File: src/rtl/sc_psrandom_pkg.sv
// Shared types and helpers for the PSRANDOM generator.
//   state_e       : control FSM states (IDLE / BURST / FREERUN)
//   default_taps  : maximal-length Galois tap masks for widths 4..32
//   lfsr_step     : one right-shifting Galois LFSR step on a 32-bit container;
//                   callers zero-extend their value and truncate the result.
package sc_psrandom_pkg;

  typedef enum logic [1:0] {
    ST_IDLE    = 2'd0,
    ST_BURST   = 2'd1,
    ST_FREERUN = 2'd2
  } state_e;

  // Tap n of the classic maximal-length table maps to bit n-1 of the mask.
  function automatic logic [31:0] default_taps(input int width);
    logic [31:0] t;
    case (width)
      4:  t = 32'h0000000C;  5:  t = 32'h00000014;  6:  t = 32'h00000030;
      7:  t = 32'h00000060;  8:  t = 32'h000000B8;  9:  t = 32'h00000110;
      10: t = 32'h00000240;  11: t = 32'h00000500;  12: t = 32'h00000829;
      13: t = 32'h0000100D;  14: t = 32'h00002015;  15: t = 32'h00006000;
      16: t = 32'h0000D008;  17: t = 32'h00012000;  18: t = 32'h00020400;
      19: t = 32'h00040023;  20: t = 32'h00090000;  21: t = 32'h00140000;
      22: t = 32'h00300000;  23: t = 32'h00420000;  24: t = 32'h00E10000;
      25: t = 32'h01200000;  26: t = 32'h02000023;  27: t = 32'h04000013;
      28: t = 32'h09000000;  29: t = 32'h14000000;  30: t = 32'h20000029;
      31: t = 32'h48000000;  32: t = 32'h80200003;
      default: t = 32'h00000000;
    endcase
    return t;
  endfunction

  // Shift right; when the bit falling out is 1, fold the tap mask back in.
  function automatic logic [31:0] lfsr_step(input logic [31:0] state,
                                            input logic [31:0] taps);
    return (state >> 1) ^ (state[0] ? taps : 32'h0);
  endfunction

endpackage

File: src/rtl/sc_lfsr_core.sv
// LFSR register with seed / step / hold control and a zero-lockup guard.
// Ports:
//   clk_i, rst_i  : clock, asynchronous active-high reset (register -> 1)
//   seed_en_i     : load seed_i (0 is replaced by 1); has priority over step
//   step_en_i     : advance one Galois step
//   seed_i        : zero-extended seed
//   next_o        : value the register takes on a step (combinational)
//   seed_o        : value the register takes on a seed load (combinational)
module sc_lfsr_core
  import sc_psrandom_pkg::*;
#(
  parameter int                   DATAWIDTH = 8,
  parameter logic [DATAWIDTH-1:0] TAPS      = DATAWIDTH'(default_taps(DATAWIDTH))
) (
  input  logic                 clk_i,
  input  logic                 rst_i,
  input  logic                 seed_en_i,
  input  logic                 step_en_i,
  input  logic [DATAWIDTH-1:0] seed_i,
  output logic [DATAWIDTH-1:0] next_o,
  output logic [DATAWIDTH-1:0] seed_o
);

  logic [DATAWIDTH-1:0] lfsr_q;
  logic [DATAWIDTH-1:0] lfsr_d;

  // All-zero is a lockup state of a Galois LFSR, so a zero seed becomes 1.
  assign seed_o = (seed_i == '0) ? DATAWIDTH'(1) : seed_i;
  assign next_o = DATAWIDTH'(lfsr_step(32'(lfsr_q), 32'(TAPS)));

  always_comb begin
    lfsr_d = lfsr_q;
    if (seed_en_i)      lfsr_d = seed_o;
    else if (step_en_i) lfsr_d = next_o;
  end

  always_ff @(posedge clk_i or posedge rst_i) begin
    if (rst_i) lfsr_q <= DATAWIDTH'(1);
    else       lfsr_q <= lfsr_d;
  end

endmodule

File: src/rtl/sc_psrandom_engine.sv
// Pseudo-random generator with seed load, N-step burst and free-run modes.
// Ports:
//   CLOCK_50      : system clock (rising edge)
//   RESET_InHigh  : asynchronous reset, active-high
//   load_InLow    : seed-load request (active-low, debounced), acts on falling edge
//   rand_InLow    : generate request (active-low, debounced), acts on falling edge
//   mode_In       : 0 burst / 1 free-run, sampled only on a rand falling edge
//   burst_InBUS   : steps per burst, 0 behaves as 1
//   seed_InBUS    : seed value, zero-extended
//   data_OutBUS   : registered current LFSR value
//   valid_Out     : one-cycle pulse on every data_OutBUS update
//   busy_Out      : high while the FSM is not IDLE (also serves as state visibility)
// Handshake: valid_Out is a qualifier-only strobe; there is no ready/backpressure,
// the consumer must capture data_OutBUS in the cycle valid_Out is high.
module sc_psrandom_engine
  import sc_psrandom_pkg::*;
#(
  parameter int                   DATAWIDTH  = 8,
  parameter int                   SEEDWIDTH  = 4,
  parameter logic [DATAWIDTH-1:0] TAPS       = DATAWIDTH'(default_taps(DATAWIDTH)),
  parameter int                   BURSTWIDTH = 4
) (
  input  logic                  CLOCK_50,
  input  logic                  RESET_InHigh,
  input  logic                  load_InLow,
  input  logic                  rand_InLow,
  input  logic                  mode_In,
  input  logic [BURSTWIDTH-1:0] burst_InBUS,
  input  logic [SEEDWIDTH-1:0]  seed_InBUS,
  output logic [DATAWIDTH-1:0]  data_OutBUS,
  output logic                  valid_Out,
  output logic                  busy_Out
);

  state_e                state_q;
  logic                  prev_load_q, prev_rand_q;
  logic [BURSTWIDTH-1:0] cnt_q;
  logic [DATAWIDTH-1:0]  data_q;
  logic                  valid_q;

  logic                  load_fall, rand_fall;
  logic                  seed_en, step_en;
  logic [DATAWIDTH-1:0]  lfsr_next, lfsr_seed;
  logic [BURSTWIDTH-1:0] burst_m1;

  assign load_fall = prev_load_q & ~load_InLow;
  assign rand_fall = prev_rand_q & ~rand_InLow;
  assign seed_en   = load_fall;
  // Remaining steps after the first one of a burst.
  assign burst_m1  = (burst_InBUS == '0) ? '0 : burst_InBUS - BURSTWIDTH'(1);

  // A load always wins; in FREERUN the stopping rand edge does not step.
  always_comb begin
    step_en = 1'b0;
    if (!load_fall) begin
      case (state_q)
        ST_IDLE:    step_en = rand_fall;
        ST_BURST:   step_en = 1'b1;
        ST_FREERUN: step_en = ~rand_fall;
        default:    step_en = 1'b0;
      endcase
    end
  end

  sc_lfsr_core #(
    .DATAWIDTH (DATAWIDTH),
    .TAPS      (TAPS)
  ) u_core (
    .clk_i     (CLOCK_50),
    .rst_i     (RESET_InHigh),
    .seed_en_i (seed_en),
    .step_en_i (step_en),
    .seed_i    (DATAWIDTH'(seed_InBUS)),
    .next_o    (lfsr_next),
    .seed_o    (lfsr_seed)
  );

  always_ff @(posedge CLOCK_50 or posedge RESET_InHigh) begin
    if (RESET_InHigh) begin
      state_q     <= ST_IDLE;
      prev_load_q <= 1'b1;
      prev_rand_q <= 1'b1;
      cnt_q       <= '0;
      data_q      <= DATAWIDTH'(1);
      valid_q     <= 1'b0;
    end else begin
      prev_load_q <= load_InLow;
      prev_rand_q <= rand_InLow;
      valid_q     <= seed_en | step_en;
      if (seed_en)      data_q <= lfsr_seed;
      else if (step_en) data_q <= lfsr_next;

      if (load_fall) begin
        state_q <= ST_IDLE;
        cnt_q   <= '0;
      end else begin
        case (state_q)
          ST_IDLE: begin
            if (rand_fall) begin
              if (mode_In) begin
                state_q <= ST_FREERUN;
              end else begin
                cnt_q <= burst_m1;
                if (burst_m1 != '0) state_q <= ST_BURST;
              end
            end
          end
          ST_BURST: begin
            // The edge that consumes the last remaining count performs the final step.
            if (cnt_q <= BURSTWIDTH'(1)) begin
              cnt_q   <= '0;
              state_q <= ST_IDLE;
            end else begin
              cnt_q <= cnt_q - BURSTWIDTH'(1);
            end
          end
          ST_FREERUN: begin
            if (rand_fall) state_q <= ST_IDLE;
          end
          default: state_q <= ST_IDLE;
        endcase
      end
    end
  end

  assign data_OutBUS = data_q;
  assign valid_Out   = valid_q;
  assign busy_Out    = (state_q != ST_IDLE);

endmodule

File: config.mk
export PLATFORM = sky130hd
export DESIGN_NAME = sc_psrandom_engine
export DESIGN_NICKNAME = d
export VERILOG_FILES = /design/src/rtl/sc_psrandom_pkg.sv /design/src/rtl/sc_lfsr_core.sv /design/src/rtl/sc_psrandom_engine.sv
export SDC_FILE = /design/constraint.sdc
export NUM_CORES = 1
export LEC_CHECK = 0
export CAP_MARGIN = 20
export CORE_MARGIN = 8
export CORE_UTILIZATION = 49
export CTS_CLUSTER_SIZE = 14
export DETAILED_ROUTE_END_ITERATION = 12
export GPL_TIMING_DRIVEN = 0
export PLACE_DENSITY = 0.82
export SETUP_SLACK_MARGIN = 0.3
export SYNTH_ARGS = -nofsm -noshare
export SYNTH_HDL_FRONTEND = slang
export SYNTH_SLANG_ARGS = --single-unit
export TNS_END_PERCENT = 100
File: constraint.sdc
create_clock -name CLOCK_50 -period 2 [get_ports CLOCK_50]
set_input_delay 0.3 -clock CLOCK_50 [delete_from_list [all_inputs] [get_ports CLOCK_50]]
set_output_delay 0.3 -clock CLOCK_50 [all_outputs]
set_load 0.02 [all_outputs]
; ---- Yosys cells after proc, flatten, opt, wreduce, memory -nomap -nowiden
; Index checks and enable logic that the tools add are counted.
[totals]
elab_cells = 51
out_inout_bits = 10
inputBits = 13
regBits = 17
[op_classes]
eq_ne = 7
n_reduce_logical = 9
n_lt_le_gt_ge = 1
add_sub_neg = 2
mux = 19
bitwise_logic = 7
[op_table]
columns = operator, count
row1 = two-way mux 4 bit, 6
row2 = two-way mux 8 bit, 3
row3 = two-way mux 2 bit, 6
row4 = != test 3 bit (second input constant), 4
row5 = zero test 8 bit, 1
row6 = case mux 4 bit (2 select lines), 1
row7 = subtractor 4 x 1 -> 4 bit (second input constant), 2
row8 = XOR 7 x 8 -> 8 bit, 1
row9 = case mux 2 bit (3 select lines), 1
row10 = less-or-equal comparator 4 x 1 -> 1 bit (second input constant), 1
row11 = zero test 4 bit, 1
row12 = != test 4 bit (second input constant), 1
row13 = AND reduction 4 bit, 1
row14 = nonzero test 2 bit, 2
row15 = nonzero test 4 bit, 1
row16 = inverter 1 bit, 3
row17 = case mux 1 bit (3 select lines), 1
row18 = AND reduction 3 bit, 1
row19 = nonzero test 3 bit, 1
row20 = bitwise AND 1 bit, 2
row21 = == test 2 x 1 -> 1 bit (second input constant), 1
row22 = == test 2 bit (second input constant), 1
row23 = zero test 2 bit, 1
row24 = two-way mux 1 bit, 1
row25 = OR 1 bit, 1

; ---- Depth between registers and ports, before layout
[depth]
depth_word = 8
ltp_mapped = 6
ltp_nobuf = 6

; ---- Hierarchy
; Synthesis repeated with hierarchy kept, for this count alone.
[hier_totals]
hier_cells = 140
area_unflattened_um2 = 1486.4
[by_module_without_submodules]
columns = module, seq_area_each_um2, n_inst, cells_each, area_each_um2
row1 = sc_psrandom_engine, 429.2, 1, 88, 999.7
row2 = sc_lfsr_core, 201.4, 1, 52, 486.7

; ---- Worst setup path before layout
; OpenSTA, ideal clock, no wires.
[synth_path]
path_kind = register -> register
start = register prev_load_q
end = register u_core.lfsr_q[3]
path_stages_with_launch = 6
setup_time_ps = 125
arrival_time_ps = 1507
synth_period_minus_slack_ps = 1632
path_slack_ps = 368
path_buffers = 2
cell_sequence = dfstp_2 -> nor2b_1 -> clkbuf_1 -> clkbuf_1 -> o21ai_0 -> mux2_4
[synth_via]
elab_chain_len = 3
elab_cells_between_ends = 4
classes_between = mux (2) / bitwise (1) / reduce/logical (1)
[synth_lines]
columns = item, line
row1 = from (decl), sc_psrandom_engine.sv:36  ; logic prev_load_q, prev_rand_q;
row2 = from (signal assigned), sc_psrandom_engine.sv:87  ; prev_load_q <= load_InLow;
row3 = bitwise AND 1 bit *, sc_psrandom_engine.sv:46  ; assign load_fall = prev_load_q & ~load_InLow;
row4 = two-way mux 1 bit, sc_psrandom_engine.sv:55  ; if (!load_fall) begin
row5 = nonzero test 2 bit (no source line), n/a
row6 = to (signal assigned), sc_lfsr_core.sv:39  ; else lfsr_q <= lfsr_d;
row7 = to (decl), sc_lfsr_core.sv:24  ; logic [DATAWIDTH-1:0] lfsr_q;
; Every way passes the cells marked *; elsewhere a longest branch is shown, timed or not.
; A chain may end at the register's enable or synchronous reset.

; ---- Worst setup path after layout
[layout_path]
start = register prev_rand_q
end = register u_core.lfsr_q[7]
[layout_via]
elab_chain_len = 5
[layout_lines]
columns = item, line
row1 = from (decl), sc_psrandom_engine.sv:36
row2 = from (signal assigned), sc_psrandom_engine.sv:88  ; prev_rand_q <= rand_InLow;
row3 = bitwise AND 1 bit *, sc_psrandom_engine.sv:47  ; assign rand_fall = prev_rand_q & ~rand_InLow;
row4 = inverter 1 bit, sc_psrandom_engine.sv:59  ; ST_FREERUN: step_en = ~rand_fall;
row5 = case mux 1 bit (3 select lines) *, sc_psrandom_engine.sv:56  ; case (state_q)
row6 = two-way mux 1 bit *, sc_psrandom_engine.sv:55
row7 = nonzero test 2 bit (no source line) *, n/a
; Marked as above.

==> results.sh <==
export IMPL_hp_class="input port to register"
export IMPL_numCtsBuffers=3
export IMPL_synth_compound_area_share_pct=12.9
export IMPL_path_class="register to register"
export IMPL_yosysUniqueCellTypes=32
export IMPL_fin_util_pct=66.4
export IMPL_cts_setup_buffers=0
export IMPL_max_cap_viol_count=0
export IMPL_clk_latency_ns=0.30
export IMPL_worstMarginPinSlew_ns=0.647
export IMPL_gr_total_overflow=0
export IMPL_grt_pass1_vias=816
export IMPL_fin_crit_ns=1.65
export IMPL_power_leakage_nw=0.571
export IMPL_fin_tns_setup_ns=0
export IMPL_finalHoldViolCount=0
export IMPL_clock_fmax_mhz=605
export IMPL_core_area_um2=1940
export IMPL_setup_violations=0
export IMPL_cp_start_kind="register"
export IMPL_dp_hpwl_mm=1.64
export IMPL_power_total_w=0.00150
export IMPL_groute_usage_overall_pct=12.9
export IMPL_io_pins=23
export IMPL_clk_pin_slew_ns=0.09
export IMPL_diodes=0
export IMPL_drtIter0Drc=14
export IMPL_fin_area_um2=1290
export IMPL_gp_congestion=0.859
export IMPL_yosysSeqAreaShare_pct=42.7
export IMPL_synth_adder_area_share_pct=2.49
export IMPL_nets=139
export IMPL_irDropWorstVdd_mv=0.762
export IMPL_cts_root_buffer="clkbuf_4"
export IMPL_avgRoutedWirePerCell_um=14.5
export IMPL_place_area_um2=1260
export IMPL_worstPathRequired_ns=2.18
export IMPL_yosys_warnings=0
export IMPL_die_y_um=61.3
export IMPL_synth_seq_cells=17
export IMPL_h_tree_depth=1
export IMPL_post_place_ws_ns=-0.166
export IMPL_cp_data_arrival_time_ns=1.83
export IMPL_critPathMaxFanout=9
export IMPL_slew_limit_headroom_pct=56.8
export IMPL_skew_ns=0.0143
export IMPL_cts_buffer_depth=2
export IMPL_port_buffers=22
export IMPL_die_area_um2=3760
export IMPL_syn_to_final_growth_pct=28.2
export IMPL_grt_pass1_wl_mm=3.68
export IMPL_cts_sinks=17
export IMPL_synth_top_family_by_area="simple AND/OR/NAND/NOR gates"
export IMPL_syn_area_um2=1010
export IMPL_die_w_um=61.3
export IMPL_antenna_left=0
export IMPL_muxShareOfSynthArea_pct=16.3
export IMPL_vias=814
export IMPL_vias_per_cell=5.43
export IMPL_cts_tree="done"
export IMPL_syn_num_nets=112
export IMPL_drt_total_wl_mm=2.18
export IMPL_start_util_pct=51.8
export IMPL_drcViolationCount=0
export IMPL_period_share_pct=82.7
export IMPL_finalMaxSlewViolations=0
export IMPL_fin_ws_ns=0.346
export IMPL_fillers=163
export IMPL_grt_max_degree=18
export IMPL_rows=16
export IMPL_netlist_instances=97
export IMPL_drive_above_1_share_pct=24.4
export IMPL_end_kind="register"
export IMPL_outcome="complete, no violations"
export IMPL_cellPowerDensity_nw_per_um2=1160
export IMPL_synth_avg_cell_area_um2=10.4
export IMPL_rsz0062_at_grt="no"
export IMPL_firstDrtPassIters=4
export IMPL_synth_xor_area_share_pct=2.61
export IMPL_yosys_area_share_simple_pct=17.9
export IMPL_antenna_found_initial=0
-- per-layer routing --
layer	vias up	wire length, um	global-route usage, %
met2	22	969	20.6
met4	0	42	5.65
li1	395	-	-
met5	-	0	0
met3	6	170	4.38
met1	391	993	15.2
-- cell usage after synthesis --
cell type | count | area, um^2
a21oi_1 | 3 | 15.0
mux2_2 | 3 | 33.8
a21o_2 | 1 | 8.76
or2_2 | 2 | 12.5
a21o_1 | 1 | 7.51
nor2b_4 | 1 | 13.8
mux2i_1 | 1 | 10.0
mux2_4 | 8 | 120
nor2_1 | 12 | 45.0
buf_2 | 1 | 5.00
a221o_1 | 1 | 10.0
nand2b_1 | 1 | 6.26
a211oi_1 | 4 | 30.0
a2bb2oi_1 | 1 | 8.76
nor3b_1 | 1 | 7.51
or3_1 | 2 | 12.5
a22oi_1 | 1 | 7.51
nor3_1 | 7 | 35.0
xnor2_1 | 3 | 26.3
buf_6 | 2 | 22.5
dfstp_2 | 3 | 78.8
o32a_1 | 1 | 10.0
nor2b_1 | 5 | 31.3
nand3_1 | 1 | 5.00
clkbuf_2 | 1 | 5.00
clkbuf_1 | 2 | 7.51
o31ai_1 | 1 | 7.51
nand2_1 | 3 | 11.3
inv_1 | 3 | 11.3
o21ai_0 | 5 | 25.0
dfrtp_1 | 14 | 350
ha_1 | 2 | 25.0
-- repair_timing --
action                                  in CTS  in global routing
pin swaps                                    0                  0
gates resized for setup                      7                  4
hold buffers                                 0                  0
endpoints found under the setup margin      10                  4
-- per-stage QoR --
step,cells,hold WS (ns)
floorplan,97,0.224
global placement,146,0.519
detailed placement,146,0.532
CTS,150,0.288
global route,150,0.289
finish,150,0.302
-- final cells by class --
class	instances	area [um^2]	area share (%)
Tap cell	27	33.8	2.62
Inverter	3	11.3	0.873
Sequential cell	17	429	33.3
Clock inverter	1	5.00	0.388
Timing Repair Buffer	22	213	16.5
Multi-Input combinational cell	71	531	41.1
Clock buffer	3	22.5	1.75
Buffer	6	45.0	3.49
-- path summary, 6_finish.rpt --
path / start / to / slack [ns] / cells past startpoint
worst max-delay path: prev_rand_q / u_core.lfsr_q[7] / 0.35 / 6
max in group asynchronous: RESET_InHigh / u_core.lfsr_q[7] / 1.20 / 2
worst max register to register: prev_rand_q / u_core.lfsr_q[7] / 0.35 / 6
worst min-delay path: rand_InLow / prev_rand_q / 0.30 / 1
worst min register to register: u_core.lfsr_q[7] / u_core.lfsr_q[7] / 0.56 / 1
min in group asynchronous: RESET_InHigh / u_core.lfsr_q[3] / 0.37 / 2
-- cell families (layout without fill, tap and decap cells) --
kind of cell	count (synthesis)	in the layout
AOI/OAI and AO/OA	19	19
xor gates and xnor gates	3	3
adders and majority gates	2	2
and+or+nand+nor	35	35
DFF	17	17
muxes	12	12
buffers and inverters	9	35
-- where the power goes --
group | switching, W | internal [W] | total, W
sequential | 0.000111 | 0.000460 | 0.000571
clock | 0.000112 | 0.0000745 | 0.000187
combinational | 0.000311 | 0.000430 | 0.000742
total | 0.000535 | 0.000965 | 0.00150
-- cells in the final DEF (no fill, tap or decap), types with 2 or more instances in the layout --
cell type	n
dlygate4sd2_1	2
or2_2	2
nor2b_1	5
ha_1	2
mux2_2	3
o21ai_0	5
clkdlybuf4s50_1	19
nor2_1	12
a211oi_1	4
buf_6	2
or3_1	2
buf_2	2
clkbuf_4	4
dfrtp_1	14
a21oi_1	3
nand2_1	3
xnor2_1	3
nor3_1	7
mux2_4	8
dfstp_2	3
inv_1	3
clkbuf_2	2
-- registers in the layout (all words and copies together) (netlist names) --
register	count
prev_load_q	1
state_q	2
u_core.lfsr_q	8
valid_Out	1
cnt_q	4
prev_rand_q	1
-- critical path, stage by stage (launching register included) --
cell	delay (ns)
dfstp_2	0.37
nor2b_4	0.11
buf_6	0.13
or3_1	0.30
a21o_1	0.19
buf_6	0.15
mux2_4	0.30
No activity file was read; power rests on OpenSTA's default activity.
